## src/rtl/fc_pkg.sv

```systemverilog
// Shared definitions for the fully-connected layer controller and its MAC core.
// Holds the controller state encoding and the accumulator/address width helpers,
// so the controller and the MAC core agree on ACC_WIDTH.
package fc_pkg;

    typedef enum logic [2:0] {
        IDLE  = 3'd0,
        CLEAR = 3'd1,
        FEED  = 3'd2,
        DRAIN = 3'd3,
        OUT   = 3'd4
    } fc_state_e;

    // Accumulator width: wide enough for long dot products without overflow.
    function automatic int acc_width(input int in_w);
        return in_w * 32'sd4;
    endfunction

    // Address width for a table of v entries; never narrower than one bit.
    function automatic int clog2_min1(input int v);
        return (v <= 32'sd1) ? 32'sd1 : $clog2(v);
    endfunction

endpackage

```

## src/rtl/fc_addr_gen.sv

```systemverilog
// Input-index (k), neuron-index (n) counters and buffer read addresses.
// Ports:
//   clk, reset_n     : clock, synchronous active-low reset
//   clear            : restart at neuron 0, weight 0 (layer start, abort, done)
//   feed             : current cycle is a FEED cycle; advance k and weight address
//   next_neuron      : result accepted and more neurons remain; advance n
//   k, n, wegt_addr  : registered indices / weight address
//   k_last, n_last   : k == NUM_IN-1, n == NUM_OUT-1
module fc_addr_gen
    import fc_pkg::*;
#(
    parameter int NUM_IN  = 16,
    parameter int NUM_OUT = 4,
    parameter int NA      = 4,
    parameter int WA      = 6,
    parameter int OA      = 2
) (
    input  logic          clk,
    input  logic          reset_n,
    input  logic          clear,
    input  logic          feed,
    input  logic          next_neuron,
    output logic [NA-1:0] k,
    output logic [OA-1:0] n,
    output logic [WA-1:0] wegt_addr,
    output logic          k_last,
    output logic          n_last
);

    logic [NA-1:0] k_r;
    logic [OA-1:0] n_r;
    logic [WA-1:0] wegt_r;

    assign k_last    = (k_r == NA'(NUM_IN - 1));
    assign n_last    = (n_r == OA'(NUM_OUT - 1));
    assign k         = k_r;
    assign n         = n_r;
    assign wegt_addr = wegt_r;

    // Input index: walks 0..NUM_IN-1 during FEED and rests at 0 otherwise.
    always_ff @(posedge clk) begin
        if (!reset_n) begin
            k_r <= '0;
        end else if (clear) begin
            k_r <= '0;
        end else if (feed && !k_last) begin
            k_r <= k_r + NA'(1);
        end else begin
            k_r <= '0;
        end
    end

    // Weight address only moves in FEED, so neuron n starts at n*NUM_IN
    // without needing a multiplier.
    always_ff @(posedge clk) begin
        if (!reset_n) begin
            wegt_r <= '0;
        end else if (clear) begin
            wegt_r <= '0;
        end else if (feed) begin
            wegt_r <= wegt_r + WA'(1);
        end else begin
            wegt_r <= wegt_r;
        end
    end

    // Neuron index: advances after each accepted result except the last.
    always_ff @(posedge clk) begin
        if (!reset_n) begin
            n_r <= '0;
        end else if (clear) begin
            n_r <= '0;
        end else if (next_neuron) begin
            n_r <= n_r + OA'(1);
        end else begin
            n_r <= n_r;
        end
    end

endmodule

```

## src/rtl/fc_layer_ctrl.sv

```systemverilog
// Sequencer for one fully-connected layer driving an external MAC core.
// Per neuron: CLEAR (core cleared) -> FEED (NUM_IN buffer reads) -> DRAIN (two
// cycles for the last beat and accumulator update) -> OUT (valid/ready result).
// Ports:
//   clk, reset_n                 : clock, synchronous active-low reset
//   i_start, i_abort             : start a layer (IDLE only) / cancel it
//   o_node_addr/o_wegt_addr/o_bias_addr : buffer read addresses (1-cycle latency)
//   o_bias_en                    : bias mux select, high on the final beat only
//   o_core_run, o_core_valid     : MAC clear strobe / accumulate enable
//   i_core_result                : MAC accumulator
//   o_res_valid, i_res_ready, o_res_data, o_res_idx : result stream
//   o_busy, o_done               : not-IDLE flag / one-cycle layer-complete pulse
module fc_layer_ctrl
    import fc_pkg::*;
#(
    parameter int  IN_DATA_WIDTH = 9,
    parameter int  NUM_IN        = 16,
    parameter int  NUM_OUT       = 4,
    localparam int ACC_WIDTH     = acc_width(IN_DATA_WIDTH),
    localparam int NA            = clog2_min1(NUM_IN),
    localparam int WA            = clog2_min1(NUM_IN * NUM_OUT),
    localparam int OA            = clog2_min1(NUM_OUT)
) (
    input  logic                 clk,
    input  logic                 reset_n,
    input  logic                 i_start,
    input  logic                 i_abort,
    output logic [NA-1:0]        o_node_addr,
    output logic [WA-1:0]        o_wegt_addr,
    output logic [OA-1:0]        o_bias_addr,
    output logic                 o_bias_en,
    output logic                 o_core_run,
    output logic                 o_core_valid,
    input  logic [ACC_WIDTH-1:0] i_core_result,
    output logic                 o_res_valid,
    input  logic                 i_res_ready,
    output logic [ACC_WIDTH-1:0] o_res_data,
    output logic [OA-1:0]        o_res_idx,
    output logic                 o_busy,
    output logic                 o_done
);

    fc_state_e state_r, next_state_s;
    logic      drain_r;
    logic      abort_hit_s, start_ok_s, xfer_s;
    logic      k_last_s, n_last_s;
    logic [OA-1:0] n_s;

    logic core_run_s, core_valid_s, bias_en_s, res_valid_s, busy_s, done_s, capture_s;
    logic core_run_r, core_valid_r, bias_en_r, res_valid_r, busy_r, done_r;
    logic [ACC_WIDTH-1:0] res_data_r;

    assign abort_hit_s = i_abort && (state_r != IDLE);
    // A start arriving together with the done pulse belongs to the old layer.
    assign start_ok_s  = i_start && !done_r;
    assign xfer_s      = (state_r == OUT) && i_res_ready && !abort_hit_s;

    fc_addr_gen #(
        .NUM_IN  (NUM_IN),
        .NUM_OUT (NUM_OUT),
        .NA      (NA),
        .WA      (WA),
        .OA      (OA)
    ) u_addr_gen (
        .clk         (clk),
        .reset_n     (reset_n),
        .clear       (abort_hit_s || ((state_r == IDLE) && start_ok_s) || done_s),
        .feed        (state_r == FEED),
        .next_neuron (xfer_s && !n_last_s),
        .k           (o_node_addr),
        .n           (n_s),
        .wegt_addr   (o_wegt_addr),
        .k_last      (k_last_s),
        .n_last      (n_last_s)
    );

    assign o_bias_addr = n_s;
    assign o_res_idx   = n_s;

    // State register.
    always_ff @(posedge clk) begin
        if (!reset_n) begin
            state_r <= IDLE;
        end else begin
            state_r <= next_state_s;
        end
    end

    // Next-state logic; abort overrides every other transition.
    always_comb begin
        next_state_s = state_r;
        if (abort_hit_s) begin
            next_state_s = IDLE;
        end else begin
            case (state_r)
                IDLE:    if (start_ok_s) next_state_s = CLEAR; else next_state_s = IDLE;
                CLEAR:   next_state_s = FEED;
                FEED:    if (k_last_s) next_state_s = DRAIN; else next_state_s = FEED;
                DRAIN:   if (drain_r) next_state_s = OUT; else next_state_s = DRAIN;
                OUT: begin
                    if (!i_res_ready) begin
                        next_state_s = OUT;
                    end else if (n_last_s) begin
                        next_state_s = IDLE;
                    end else begin
                        next_state_s = CLEAR;
                    end
                end
                default: next_state_s = IDLE;
            endcase
        end
    end

    // Output decode: values the output registers take on the next edge.
    // core_valid is FEED delayed by one cycle to line up with buffer read data.
    always_comb begin
        core_run_s   = (next_state_s == CLEAR) || abort_hit_s;
        core_valid_s = (state_r == FEED) && !abort_hit_s;
        bias_en_s    = (state_r == FEED) && k_last_s && !abort_hit_s;
        res_valid_s  = (next_state_s == OUT);
        busy_s       = (next_state_s != IDLE);
        done_s       = xfer_s && n_last_s;
        capture_s    = (state_r == DRAIN) && drain_r && !abort_hit_s;
    end

    // Marks the second DRAIN cycle.
    always_ff @(posedge clk) begin
        if (!reset_n) begin
            drain_r <= 1'b0;
        end else begin
            drain_r <= (state_r == DRAIN) && (next_state_s == DRAIN);
        end
    end

    // Output registers.
    always_ff @(posedge clk) begin
        if (!reset_n) begin
            core_run_r   <= 1'b0;
            core_valid_r <= 1'b0;
            bias_en_r    <= 1'b0;
            res_valid_r  <= 1'b0;
            busy_r       <= 1'b0;
            done_r       <= 1'b0;
        end else begin
            core_run_r   <= core_run_s;
            core_valid_r <= core_valid_s;
            bias_en_r    <= bias_en_s;
            res_valid_r  <= res_valid_s;
            busy_r       <= busy_s;
            done_r       <= done_s;
        end
    end

    // Result register: captured after the accumulator settles, cleared on abort.
    always_ff @(posedge clk) begin
        if (!reset_n) begin
            res_data_r <= '0;
        end else if (abort_hit_s) begin
            res_data_r <= '0;
        end else if (capture_s) begin
            res_data_r <= i_core_result;
        end else begin
            res_data_r <= res_data_r;
        end
    end

    assign o_core_run   = core_run_r;
    assign o_core_valid = core_valid_r;
    assign o_bias_en    = bias_en_r;
    assign o_res_valid  = res_valid_r;
    assign o_res_data   = res_data_r;
    assign o_busy       = busy_r;
    assign o_done       = done_r;

endmodule
```

## config.mk

```make
export PLATFORM = sky130hd
export DESIGN_NAME = fc_layer_ctrl
export DESIGN_NICKNAME = d
export VERILOG_FILES = /design/src/rtl/fc_pkg.sv /design/src/rtl/fc_addr_gen.sv /design/src/rtl/fc_layer_ctrl.sv
export SDC_FILE = /design/constraint.sdc
export NUM_CORES = 1
export LEC_CHECK = 0
export ABC_CLOCK_PERIOD_IN_PS = 1700
export CORE_ASPECT_RATIO = 1.4
export CORE_UTILIZATION = 40
export CTS_CLUSTER_SIZE = 12
export DETAILED_ROUTE_END_ITERATION = 16
export PLACE_DENSITY = 0.77
export SYNTH_ARGS = -nofsm -noshare
export SYNTH_HDL_FRONTEND = slang
export SYNTH_SLANG_ARGS = --single-unit
```

## constraint.sdc

```tcl
create_clock -name clk -period 1.7 [get_ports clk]
set_input_delay 0.425 -clock clk [delete_from_list [all_inputs] [get_ports clk]]
set_output_delay 0.425 -clock clk [all_outputs]
set_load 0.02 [all_outputs]
```

==> results_dict.tcl <==
set metrics [dict create \
    timing_hold_violations_final 0 \
    gp_congestion 0.8212 \
    timing_worst_setup_path_type "flip-flop to output pin" \
    final_net_count 400 \
    internal_power_component_mw 2.533 \
    clk_transition_reported_paths_ns 0.06 \
    timing.hold.worst.class "flip-flop to flip-flop" \
    rsz_0062_raised_after_global_routing "no" \
    critical_path_peak_fanout 1 \
    final_critical_path_setup_slack_ns 0.03331 \
    cts_max_path_bufs 2 \
    synth.yosys.seq_area_share_pct 54.02 \
    fraction_of_final_layout_cells_with_drive_strength_greater_than_1_pct 8.864 \
    p_seq_share_pct 44.1 \
    pwr-share-clk_pct 50.2 \
    leakagePower_nw 1.791 \
    route.layer.met1.wl_mm 2.103 \
    number_of_rows_created_at_floorplan 31 \
    synth_top_cell_by_area "dfxtp_1" \
    cp_slowest_stage_delay_ns 0.61 \
    ratio_of_final_minimum_period_to_clock_period_pct 98.04 \
    fin_crit_ns 1.667 \
    grt_start_max_net_pins 38 \
    p_per_area_nw_per_um2 899.1 \
    route.detailed.wl_per_inst_um 12.29 \
    port_buffers 96 \
    syn-instance-count 254 \
    yosysWarnings 0 \
    wl_met2_mm 2.733 \
    fin_hold_ws_ns 0.4496 \
    core-area_um2 5159 \
    initial_core_util_pct 41.67 \
    maxSlewHeadroom_pct 69.96 \
    ant_nets 0 \
    route.met3.wl_um 342 \
    maxCapViolCount 0 \
    ys_ff_latch 58 \
    ff_latch_area_um2 1162 \
    layout.core_utilization_pct 67.35 \
    synth_enable_flop_cells 0 \
    top_cell_type_s_share_of_synthesized_area_pct 54.02 \
    fmax_mhz 600.0 \
    die_area_um2 5675 \
    fillCellCount 451 \
    worstSkewPairLatency_ns 0.32 \
    grt_use_total_pct 18.89 \
    post-layout-total-power_mw 3.124 \
    drv_slew 0 \
    multi_input_comb_area_um2 893.4 \
    post_synthesis_cell_area_um2 2150 \
    floorplan.die.height_um 88.74 \
    worst_ir_drop_vdd_mv 0.6898 \
    synthTopCellsByArea "dfxtp_1 54%, nand2_1 14%, a21oi_1 8.4%" \
    crit_path_start_kind "flip-flop" \
    fp.dieW_um 63.96 \
    ctsHtreeMaxLevel 3 \
    synth-async-reset-ratio_pct 0 \
    worstSetupEndpointType "output pin" \
    worst-slew-pin-transition_ns 0.4465 \
    num_vias 2052 \
    netSwitchingPower_mw 0.5912 \
    avgSynthCellArea_um2 8.463 \
    worst-endpoint-required_ns 1.27 \
    pin_count 97 \
    drcViolationCount 0 \
    power.share.switching_pct 18.93 \
    critical_path.slowest_cell "clkdlybuf4s50_1" \
    layout-area-overhead-vs-synth_pct 61.64 \
    initialDrtViolationCount 107 \
    critical_path.top_delay_family "buffers and inverters" \
    yosys_most_used_dff "dfxtp_1" \
    worst-path-buf-inv 1 \
    dp_slack_ns -0.3055 \
    cts.sink_count 58 \
    grt_pass1_wl_mm 8.211 \
    route.top_layer_used "met4" \
    combPwrFrac_pct 5.7 \
    number_of_global_route_vias_before_repair 1938 \
    finClkSkew_ns 0.005817 \
    finalSetupViolations 0 \
    synth_fp_nets 298 \
    status "finished clean" \
    tritoncts "built" \
    grt.overflow.total 0 \
    wirelength_mm 5.249 \
    drt_first_pass_iters 4 \
    route.detailed.vias_per_inst 4.806 \
    synth.lib_cells_used.distinct 34 \
    crit_arrival_ns 1.24 \
    clock-root-buffer "clkbuf_8" \
    insertedDiodeCount 0 \
    timing.critical_path.cells "clkdlybuf4s50_1" \
    cts-buffers-inserted 9 \
    hpwl_mm 3.648 \
    antenna_found_initial 0 \
]
==> power by group through the flow <==
stage	clock, mW	combinational, mW	sequential [mW]
after floorplan	0	0.0565	1.41
after global placement	0	0.179	1.41
after detailed placement	0	0.179	1.41
after CTS	1.60	0.179	1.38
after global routing	1.65	0.193	1.38
final	1.57	0.179	1.38
==> final timing paths <==
check	startpoint	endpoint	slack, ns	depth (start not counted)
setup / recovery	o_res_valid	o_res_valid	0.03	1
hold / removal	o_res_data[23]	o_res_data[23]	0.45	2
setup reg to reg	state_r[2]	u_addr_gen.n[1]	0.16	6
hold reg to reg	o_res_data[23]	o_res_data[23]	0.45	2
==> placed cells by master, fill, tap and decap left out, types with 2 or more instances in the layout <==
master / netlist / final
inv_1: 5 / 5
mux2i_1: 2 / 2
nand2_1: 79 / 79
nand4_1: 3 / 3
clkbuf_8: 0 / 11
bufinv_16: 0 / 3
xor2_1: 5 / 5
dfxtp_1: 58 / 57
a21oi_1: 36 / 36
and3_1: 4 / 4
ha_1: 3 / 3
clkdlybuf4s50_1: 0 / 43
dlygate4sd2_1: 0 / 33
nand3_1: 4 / 4
nor4_1: 2 / 2
dlymetal6s2s_1: 0 / 20
buf_4: 3 / 10
o21ai_0: 2 / 2
xnor2_1: 3 / 3
nor2_1: 17 / 16
==> worst register-to-register path, stage by stage (launching register included) <==
cell and delay (ns):
dfxtp_1 0.40, o31a_1 0.35, buf_4 0.14, nor3_1 0.17, buf_4 0.15, mux2i_1 0.18
nor2_1 0.05
==> stage by stage <==
| stage | setup TNS [ns] | instances | cell area [µm²] |
|---|---|---|---|
| floorplan | 0 | 254 | 2150 |
| global placement | -4.477 | 411 | 3206 |
| detailed placement | -6.652 | 411 | 3206 |
| CTS | 0 | 427 | 3417 |
| global route | 0 | 427 | 3475 |
| finish | 0 | 427 | 3475 |
==> cell type report <==
cell class                      instances  area share (%)
Sequential cell                        58           33.45
Timing Repair Buffer                  107           30.64
Multi-Input combinational cell        175           25.71
Clock buffer                           12           4.465
Clock inverter                          4           2.809
Tap cell                               66           2.377
Inverter                                5          0.5402
==> state kept, by name, indices dropped and copies added, names as in the netlist <==
| signal | cells |
|---|---|
| state_r | 3 |
| drain_r | 1 |
| o_done | 1 |
| o_bias_en | 1 |
| o_res_valid | 1 |
| o_busy | 1 |
| u_addr_gen.n | 2 |
| o_res_data | 36 |
| o_core_run | 1 |
| o_core_valid | 1 |
| u_addr_gen.k | 4 |
| u_addr_gen.wegt_addr | 6 |
==> layer usage <==
metal | GRT usage [%] | vias to the layer above
met5 | 0 | -
met4 | 9.091 | 0
met3 | 5.928 | 7
li1 | - | 1036
met1 | 19.41 | 943
met2 | 34.62 | 66
==> cells in the mapped netlist, drive strengths merged, types with 3 or more instances <==
cell and n:
nand4 3, nand3 4, buf 12, nor2 17, xor2 5, clkbuf 4
inv 5, a21oi 36, dfxtp 58, ha 3, nand2 79, xnor2 3
and3 4
==> what timing repair did <==
action                     CTS  global route
resized for setup           33            24
setup buffers                0             0
hold buffers                 0             0
setup endpoints to repair   33            25
pin swaps                    0             0
==> cells by family (layout without fill, tap and decap cells) <==
| family | after synthesis | in the layout | share of synthesized area (%) |
|---|---|---|---|
| xor gates and xnor gates | 8 | 8 | 3.260 |
| and+or+nand+nor | 120 | 120 | 24.68 |
| buffers and inverters | 21 | 128 | 4.831 |
| AOI/OAI and AO/OA | 41 | 41 | 10.07 |
| muxes | 2 | 2 | 0.9314 |
| adders and majority gates | 4 | 4 | 2.212 |
| DFF | 58 | 58 | 54.02 |
(Power assumes the default switching activity.)
==> RTL edit (config.mk and constraints unchanged) <==
`NUM_OUT` is set to 4 in 2 places; all go to 5.
--- a/src/rtl/fc_addr_gen.sv
+++ b/src/rtl/fc_addr_gen.sv
@@ -10,7 +10,7 @@
     import fc_pkg::*;
 #(
     parameter int NUM_IN  = 16,
-    parameter int NUM_OUT = 4,
+    parameter int NUM_OUT = 5,
     parameter int NA      = 4,
     parameter int WA      = 6,
     parameter int OA      = 2
--- a/src/rtl/fc_layer_ctrl.sv
+++ b/src/rtl/fc_layer_ctrl.sv
@@ -15,7 +15,7 @@
 #(
     parameter int  IN_DATA_WIDTH = 9,
     parameter int  NUM_IN        = 16,
-    parameter int  NUM_OUT       = 4,
+    parameter int  NUM_OUT       = 5,
     localparam int ACC_WIDTH     = acc_width(IN_DATA_WIDTH),
     localparam int NA            = clog2_min1(NUM_IN),
     localparam int WA            = clog2_min1(NUM_IN * NUM_OUT),
Interface: changed (resized o_bias_addr, o_res_idx and o_wegt_addr); port bits go from 97 to 100. The function was not compared with the original's and may differ.
==> RTL edit against the original RTL <==
- setup slack got worse by 0.0020 ns
- routed wire length rose by 8.7%
- sequential cell count increased by 2
- area after synthesis rose by 9.8%
- count of clock-buffer cells in the layout grew 4
- fmax down 0.12%
- power fell by 8.5%
- hold slack improved by 0.0013 ns
- design area rose by 6.2%
- clock skew rose by 0.00078 ns
- core utilization is 1.5 points lower
- largest cell class unchanged
- largest power group is now registers
==> RTL edit: results (changes against the original RTL) <==
| Metric | Value |
|---|---|
| Status | `complete, no violations (unchanged)` |
| Layout fillers | `486 (was 451)` |
| CTS Buf Count | `9 (unchanged)` |
| GPL Wtd Cong | `0.752 (was 0.821)` |
| Worst-path maximum fanout | `2 (was 1)` |
| Post-DP HPWL | `3940 um (was 3650 um)` |
| First-pass GRT wire length | `8940 um (was 8210 um)` |
| R2R Path End | `o_core_run (was u_addr_gen.n[1])` |
| DR iter-0 viols | `102 (was 107)` |
| CTS max path bufs | `2 (unchanged)` |
| Routed len/inst | `12.5 um (was 12.3 um)` |
| Prevailing post-synth register cell | `dfxtp_1 (unchanged)` |
| Place WS | `-0.273 ns (was -0.306 ns)` |
| Hold path endpoint | `o_res_data[13] (was o_res_data[23])` |
| Synthesized Nets | `314 (was 298)` |
| Largest net degree at the start of global routing | `37 (was 38)` |
| Vias in the first global route | `2,013 (was 1,938)` |
| DR pass1 iterations | `4 (unchanged)` |
| FF-to-FF path depth | `6 (unchanged)` |
| Antenna violations before repair | `0 (unchanged)` |
| Register area share after synthesis | `50.9% (was 54.0%)` |
| Layout cells sized above 1 | `12.7% (was 8.86%)` |
| IO buf count | `99 (was 96)` |
| Top area cells in the synthesized netlist | `dfxtp_1 51%, nand2_1 12%, a21oi_1 8.1% (was dfxtp_1 54%, nand2_1 14%, a21oi_1 8.4%)` |
| Reg2reg start | `state_r[0] (was state_r[2])` |
| P_leak | `1.89 nW (was 1.79 nW)` |
| Synth cell count leaders | `78 x nand2_1, 60 x dfxtp_1, 38 x a21oi_1, 15 x nor2_1 (was 79 x nand2_1, 58 x dfxtp_1, 36 x a21oi_1, 17 x nor2_1)` |
| Max-slew headroom | `74.5% (was 70.0%)` |
| Clk_skew | `0.00659 ns (was 0.00582 ns)` |
| DR vias/cell | `4.89 (was 4.81)` |
| Max reg flops | `36 (unchanged)` |
| # nets final | `427 (was 400)` |
| Worst R2R Setup Slack | `0.12 ns (was 0.16 ns)` |
| Netlist cell types | `44 (was 34)` |
| Total GRT Usage | `19.2% (was 18.9%)` |
| Hold Startpoint | `o_res_data[13] (was o_res_data[23])` |
| VDD IR-drop max | `0.000560 V (was 0.000690 V)` |
==> RTL edit: worst max-delay path by stage <==
stage               startpoint         endpoint  slack (ns)  cells after the start
3_3_place_gp           i_abort          drain_r       -0.26                      6
2_1_floorplan  u_addr_gen.n[0]  u_addr_gen.n[2]        0.11                      6
4_1_cts         o_res_data[11]   o_res_data[11]       0.001                      1
3_5_place_dp           i_abort          drain_r       -0.27                      6
5_1_grt         o_res_data[13]   o_res_data[13]      0.0009                      1
6_report        o_res_data[13]   o_res_data[13]        0.03                      1
==> RTL edit: cell type report <==
class | count | area share [%]
flip-flops and latches | 60 | 32.6
repair buffers | 120 | 31.3
multi-input cells | 187 | 28.0
clock buffers | 16 | 5.43
well taps | 68 | 2.31
inverters | 4 | 0.407
==> RTL edit: stage by stage <==
step                instances  hold slack, ns  instance area (um2)  total power, mW  util, %
finish                    455           0.451                 3690             2.86     65.8
global route              455           0.466                 3690             2.98     65.8
CTS                       455           0.454                 3630             2.90     64.8
detailed placement        439           0.446                 3470             1.66     61.9
global placement          439           0.441                 3470             1.66     61.9
floorplan                 269           0.508                 2360             1.53        -
==> RTL edit: cell families (layout without fill, tap and decap cells) <==
group	after synthesis	count (layout)	share of synthesized area (%)
buf+inv	22	140	5.83
mux	2	2	0.848
fa+ha+maj	4	4	2.12
flops	60	60	50.9
xor+xnor	9	9	3.34
compound gates	49	49	12.6
simple gates	123	123	24.4
==> RTL edit: repair_timing <==
item,in CTS,in global routing
endpoints found under the hold margin,0,0
hold buffers,0,0
resized for setup,38,23
setup endpoints to repair,37,34
==> RTL edit: report_power, final <==
part / total (mW) / internal [mW] / switching, mW
combinational: 0.209 / 0.129 / 0.0795
sequential: 1.42 / 1.42 / 0.00941
clock: 1.23 / 0.731 / 0.494
==> RTL edit: per-layer routing <==
metal / GRT usage [%] / vias up / routed length [um]
met1: 19.6 / 1030 / 2330
met5: 0 / - / 0
met2: 33.8 / 67 / 2840
li1: - / 1121 / -
met4: 8.51 / 0 / 82
met3: 6.77 / 7 / 454
